===== src/rtl/mul_booth_seq_if.sv =====
// Operand/result handshake bundle for the sequential Booth multiplier.
interface mul_booth_seq_if #(
  parameter int WIDTH = 16
);
  logic                 in_valid;
  logic                 in_ready;
  logic                 tc;
  logic [WIDTH-1:0]     a;
  logic [WIDTH-1:0]     b;
  logic                 out_valid;
  logic                 out_ready;
  logic [2*WIDTH-1:0]   product;

  modport master (
    output in_valid, tc, a, b, out_ready,
    input  in_ready, out_valid, product
  );

  modport slave (
    input  in_valid, tc, a, b, out_ready,
    output in_ready, out_valid, product
  );
endinterface


===== src/rtl/mul_booth_seq.sv =====
// Iterative radix-4 Booth multiplier, one digit per clock, signed or unsigned per operation.
// state | meaning:  IDLE | accepting operands,  CALC | retiring Booth digits,  DONE | holding result
module mul_booth_seq #(
  parameter int WIDTH = 16
) (
  input logic           clk,
  input logic           rst,
  mul_booth_seq_if.slave bus
);
  localparam int HW = WIDTH + 4;      // extended operand plus room for +-2M
  localparam int N  = WIDTH / 2 + 1;
  localparam int BW = 2 * N + 1;      // extended multiplier plus implicit zero below LSB
  localparam int CW = $clog2(N + 1);

  typedef enum logic [1:0] {IDLE, CALC, DONE} state_t;

  state_t               state;
  logic [HW-1:0]        mcand;
  logic [HW-1:0]        hi;
  logic [BW-1:0]        lo;
  logic [CW-1:0]        cnt;
  logic [2*WIDTH-1:0]   product_q;
  logic                 in_ready_q;
  logic                 out_valid_q;

  logic [HW-1:0]        pp;
  logic [HW-1:0]        sum;
  logic [HW-1:0]        hi_nx;
  logic [BW-1:0]        lo_nx;
  logic [2*WIDTH-1:0]   product_nx;

  always_comb begin
    pp = '0;
    case (lo[2:0])
      3'b001, 3'b010: pp = mcand;
      3'b011:         pp = mcand << 1;
      3'b100:         pp = -(mcand << 1);
      3'b101, 3'b110: pp = -mcand;
      default:        pp = '0;
    endcase
    sum        = hi + pp;
    hi_nx      = {{2{sum[HW-1]}}, sum[HW-1:2]};
    lo_nx      = {sum[1:0], lo[BW-1:2]};
    // Low product bits live in the shifted-down multiplier register, the rest in hi.
    product_nx = {hi_nx[WIDTH-3:0], lo_nx[BW-1:1]};
  end

  always_ff @(posedge clk or posedge rst) begin
    if (rst) begin
      state       <= IDLE;
      in_ready_q  <= 1'b1;
      out_valid_q <= 1'b0;
      product_q   <= '0;
      cnt         <= '0;
      mcand       <= '0;
      hi          <= '0;
      lo          <= '0;
    end else begin
      case (state)
        IDLE: begin
          if (bus.in_valid) begin
            mcand      <= {{4{bus.tc & bus.a[WIDTH-1]}}, bus.a};
            lo         <= {{2{bus.tc & bus.b[WIDTH-1]}}, bus.b, 1'b0};
            hi         <= '0;
            cnt        <= '0;
            in_ready_q <= 1'b0;
            state      <= CALC;
          end
        end
        CALC: begin
          hi  <= hi_nx;
          lo  <= lo_nx;
          cnt <= cnt + CW'(1);
          if (cnt == CW'(N - 1)) begin
            product_q   <= product_nx;
            out_valid_q <= 1'b1;
            state       <= DONE;
          end
        end
        DONE: begin
          if (bus.out_ready) begin
            out_valid_q <= 1'b0;
            in_ready_q  <= 1'b1;
            state       <= IDLE;
          end
        end
        default: state <= IDLE;
      endcase
    end
  end

  assign bus.in_ready  = in_ready_q;
  assign bus.out_valid = out_valid_q;
  assign bus.product   = product_q;
endmodule


===== src/flat_wrapper.sv =====
// flat-port wrapper written by rule: the top's interface ports become plain ports
module mul_booth_seq_flat 
#(
  parameter int WIDTH = 16
)
  (clk, rst, bus_in_valid, bus_tc, bus_a, bus_b, bus_out_ready, bus_in_ready, bus_out_valid, bus_product);
  mul_booth_seq_if #(.WIDTH(WIDTH)) bus_i ();
  input logic clk;
  input logic rst;
  input wire logic [$bits(bus_i.in_valid)-1:0] bus_in_valid;
  input wire logic [$bits(bus_i.tc)-1:0] bus_tc;
  input wire logic [$bits(bus_i.a)-1:0] bus_a;
  input wire logic [$bits(bus_i.b)-1:0] bus_b;
  input wire logic [$bits(bus_i.out_ready)-1:0] bus_out_ready;
  output wire logic [$bits(bus_i.in_ready)-1:0] bus_in_ready;
  output wire logic [$bits(bus_i.out_valid)-1:0] bus_out_valid;
  output wire logic [$bits(bus_i.product)-1:0] bus_product;
  assign bus_i.in_valid = bus_in_valid;
  assign bus_i.tc = bus_tc;
  assign bus_i.a = bus_a;
  assign bus_i.b = bus_b;
  assign bus_i.out_ready = bus_out_ready;
  assign bus_in_ready = bus_i.in_ready;
  assign bus_out_valid = bus_i.out_valid;
  assign bus_product = bus_i.product;
  mul_booth_seq #(.WIDTH(WIDTH)) u_core (.clk(clk), .rst(rst), .bus(bus_i));
endmodule

===== config.mk =====
export PLATFORM = sky130hd
export DESIGN_NAME = mul_booth_seq_flat
export DESIGN_NICKNAME = d
export VERILOG_FILES = /design/src/rtl/mul_booth_seq_if.sv /design/src/rtl/mul_booth_seq.sv /design/src/flat_wrapper.sv
export SDC_FILE = /design/constraint.sdc
export NUM_CORES = 1
export LEC_CHECK = 0
export ABC_CLOCK_PERIOD_IN_PS = 10940
export CORE_UTILIZATION = 55
export DETAILED_ROUTE_END_ITERATION = 7
export HOLD_SLACK_MARGIN = 0.05
export PLACE_DENSITY_LB_ADDON = 0.25
export SYNTH_ARGS = -nofsm -noshare
export SYNTH_HDL_FRONTEND = slang
export SYNTH_SLANG_ARGS = --single-unit
export TNS_END_PERCENT = 20

===== constraint.sdc =====
create_clock -name clk -period 10.94 [get_ports clk]
set_input_delay 2.735 -clock clk [delete_from_list [all_inputs] [get_ports clk]]
set_output_delay 2.735 -clock clk [all_outputs]
set_load 0.005 [all_outputs]

==> summary.txt <==
STA
  – Fin. max-slew vios: 0
  – Fmax: roughly 230 MHz
  – Worst slew margin: 0.353
  – Endpoints failing hold: 0
  – Period utilization: 0.394
  – Actual transition at the worst max-transition pin: just under 1000 ps
  – Setup TNS: 0 ps
  – Fin Clk Skew: ~11 ps
  – Final worst path period need: approximately 4300 ps
  – Final setup fails: 0
  – RSZ-0062 raised after global routing: false

Floorplanning
  – DIE WIDTH: between 100 and 150 µm
  – Starting Density: 0.564
  – Die Footprint: 0.0110 mm²
  – IO Count: 71
  – # rows: 37
  – Core ar.: ~0.010 mm²
  – Die extent in y: ~100 µm

Synthesis
  – Compound-Gate Fraction of Synth Area: 0.190
  – Largest family of logic cells by synthesized area: compound AO/OA/AOI/OAI gates
  – Syn. warnings: 0
  – Post-synthesis register bit count: between 90 and 100
  – Ys async rst share: 1.00
  – Main synth FF type: dfrtp_1
  – Cell count after synthesis: approximately 670
  – Post-Syn Area: 0.00580 mm²
  – Ranking of synthesized cells by area: dfrtp_1 (40%), nand2_1 (9.2%), o21ai_0 (5.5%)
  – Yosys top cell by area: dfrtp_1
  – Post-synthesis sequential area ratio: 0.406
  – Syn Nets: slightly above 700
  – Synth Area in Adders: 0.0509
  – Simple logic cell fraction of the synthesized area: 0.187
  – Synth cell types: 63
  – Synth top area share: 0.401
  – Mapped Avg Cell Area: just under 9 µm²
  – Mux contribution to synthesized area: 0.0535
  – Post-synth EDFFs: 0
  – Xor/xnor cell area share of the yosys netlist: 0.0574

Cells and area
  – # nets final: approximately 770
  – Register area: around 0.0024 mm²
  – N_diodes: 0
  – Area delta synth->final: 14.8%
  – Multi-input gate area: 0.00313 mm²
  – Filler Cell Count: between 800 and 900
  – Share of cells above drive strength 1: 0.0831

Placed design
  – Final HPWL DP: roughly 9600 µm
  – PortBufs: 70
  – Final Wtd Congestion: between 0.9 and 1

Detailed routing
  – Via count: roughly 5000
  – DRC errors left: 0
  – Antenna Violating Nets Remaining: 0
  – Drt via density: a little under 6
  – Total wire length: 13700 µm
  – Routed len/inst: between 15 and 20 µm
  – Iteration-0 DRC Markers: ~330
  – 1st-pass router iterations: 5

Worst hold path
  – Hold Crit Depth: 2
  – Hold Crit Class: flop to flop
  – Hold Crit Start: u_core.bus.product[27]
  – Hold Path End: u_core.bus.product[27]

Setup path
  – Crit-path slowest cell: dfrtp_1
  – Crit end category: flop
  – CP Class: flop to flop
  – Reg2Reg Setup Slack: 6630 ps
  – CP peak stage delay: slightly below 1000 ps
  – CP dominant cell by count: o21ai_0
  – CP startpoint: u_core.lo[1]
  – Reg2reg path depth: 13
  – Critical path's top delay family: compound AO/OA/AOI/OAI gates
  – Crit path cell chain: inv_1 > nand2_1 > nand2_1 > nand2_1 > o21ai_0 > fa_1 > a21o_1 > a21oi_1 > o21ai_0 > a311oi_1 > o21ai_0 > xnor2_1 > o21ai_0
  – Worst R2R Start: u_core.lo[1]
  – CP max FO: 30
  – Worst EP arrival: 4560 ps
  – CP Data Required Time: between 10000 and 15000 ps
  – Startpoint type of the worst setup path: flop
  – Worst flop-to-flop path endpoint: u_core.hi[12]
  – Critical path buffers and inverters: 1

Global routing
  – Maximum number of pins on one net before global-route repair: approximately 70
  – Initial antenna violation count: 0
  – Vias in the first global route: between 4000 and 5000
  – First-pass GRT wire length: roughly 23000 µm
  – Total GRT Usage: 0.262
  – Grt ovf: 0

Run status
  – Outcome: finished, final reports clean

Clock network
  – Worst-Skew Late Latency: approximately 390 ps
  – Clk pin slew, worst setup/hold paths: approximately 90 ps
  – CTS tree: built
  – Clock sink count: 94
  – Post_cts resized: 0
  – Max clock buf depth: 2
  – H-tree depth: 3
  – Clock Tree Root: clkbuf_8
  – Cts bufs inserted: 9
  – Post-CTS setup buffer count: 0
  – # hold bufs at CTS: 0

Job
  – Max Cap Viol: 0
==> cells in the mapped netlist (5+ instances only) <==
| cell type | instances |
|---|---|
| nand3_1 | 22 |
| clkbuf_1 | 30 |
| a21oi_1 | 33 |
| dfrtp_1 | 93 |
| o31ai_1 | 5 |
| xnor2_1 | 22 |
| nand2b_1 | 6 |
| clkbuf_8 | 6 |
| ha_1 | 22 |
| inv_1 | 15 |
| nand2_1 | 142 |
| mux2_2 | 22 |
| a31oi_1 | 22 |
| a221oi_1 | 7 |
| a221o_1 | 5 |
| o21ai_0 | 64 |
| nor2_1 | 47 |
| a21o_1 | 8 |
| xor2_1 | 16 |
==> through the flow <==
| step | cells | utilization | setup WS (ps) | hold WS (ps) | instance area [µm²] |
|---|---|---|---|---|---|
| 6_report | 846 | 0.648 | 6630 | 482 | 6660 |
| 5_1_grt | 846 | 0.648 | 6310 | 512 | 6660 |
| 4_1_cts | 846 | 0.648 | 6680 | 492 | 6660 |
| 3_5_place_dp | 830 | 0.628 | 6400 | 471 | 6460 |
| 3_3_place_gp | 830 | 0.628 | 6450 | 462 | 6460 |
| 2_1_floorplan | 665 | - | 5760 | 456 | 5800 |
==> worst max path at each step <==
stage	end	slack, ps	cells after the start
after global routing	u_core.hi[15]	6310	17
after floorplan	u_core.bus.out_valid	5760	1
final	u_core.hi[12]	6630	13
after global placement	u_core.lo[18]	6450	7
after CTS	u_core.hi[18]	6680	17
after detailed placement	u_core.lo[18]	6400	7
==> state kept, by name, indices dropped and copies added, names as in the netlist <==
register / count
u_core.mcand: 17
u_core.hi: 18
u_core.bus.in_ready: 1
u_core.cnt: 4
u_core.bus.product: 32
u_core.bus.out_valid: 1
u_core.lo: 19
u_core.state: 2
==> metal layers <==
layer,GRT usage,part of all wire,routed length [µm],up-vias
met1,0.346,0.44,6050,2376
li1,-,-,-,2398
met5,0,0,0,-
met3,0.0499,0.054,746,29
met4,0.116,0.032,439,0
met2,0.422,0.47,6470,153
==> worst reg2reg max path, cell delays in order, from the launching register on <==
cell	delay [ps]
dfrtp_1	990
inv_1	440
nand2_1	270
nand2_1	80
nand2_1	60
o21ai_0	170
fa_1	490
a21o_1	180
a21oi_1	280
o21ai_0	220
a311oi_1	500
o21ai_0	200
xnor2_1	200
o21ai_0	90
==> layout make-up <==
class	instances	share of cell area
flip-flops and latches	94	0.353
inverters	16	0.00920
clock inverters	6	0.0101
repair buffers	75	0.111
multi-input cells	509	0.470
well taps	136	0.0255
clock buffers	10	0.0207
==> cell families (layout without fill, tap and decap cells) <==
family / after synthesis / in the layout
AO/OA/AOI/OAI: 178 / 178
flip-flops: 94 / 94
XOR/XNOR: 38 / 38
multiplexers: 27 / 27
AND/OR/NAND/NOR: 243 / 243
adder cells (fa/ha/maj): 23 / 23
buffers and inverters: 62 / 107
==> cell usage in the layout, fill, tap and decap left out, types with 3 or more instances in the layout <==
| cell type | instances |
|---|---|
| a211oi_1 | 4 |
| a21o_1 | 8 |
| a21oi_1 | 33 |
| a221o_1 | 5 |
| a221oi_1 | 7 |
| a22oi_1 | 4 |
| a31oi_1 | 22 |
| a41oi_1 | 4 |
| buf_4 | 5 |
| clkbuf_8 | 10 |
| clkdlybuf4s50_1 | 70 |
| dfrtp_1 | 93 |
| ha_1 | 22 |
| inv_1 | 14 |
| mux2_2 | 22 |
| mux2i_1 | 4 |
| nand2_1 | 142 |
| nand2b_1 | 5 |
| nand3_1 | 22 |
| nand4_1 | 3 |
| nor2_1 | 46 |
| nor3_1 | 4 |
| nor4_4 | 3 |
| o21a_1 | 3 |
| o21ai_0 | 64 |
| o21bai_1 | 3 |
| o31ai_1 | 5 |
| xnor2_1 | 22 |
| xor2_1 | 16 |
Power is left out: the tool's default activity adds up to more than one toggle a clock period on the data nets, which glitch-free logic cannot reach.
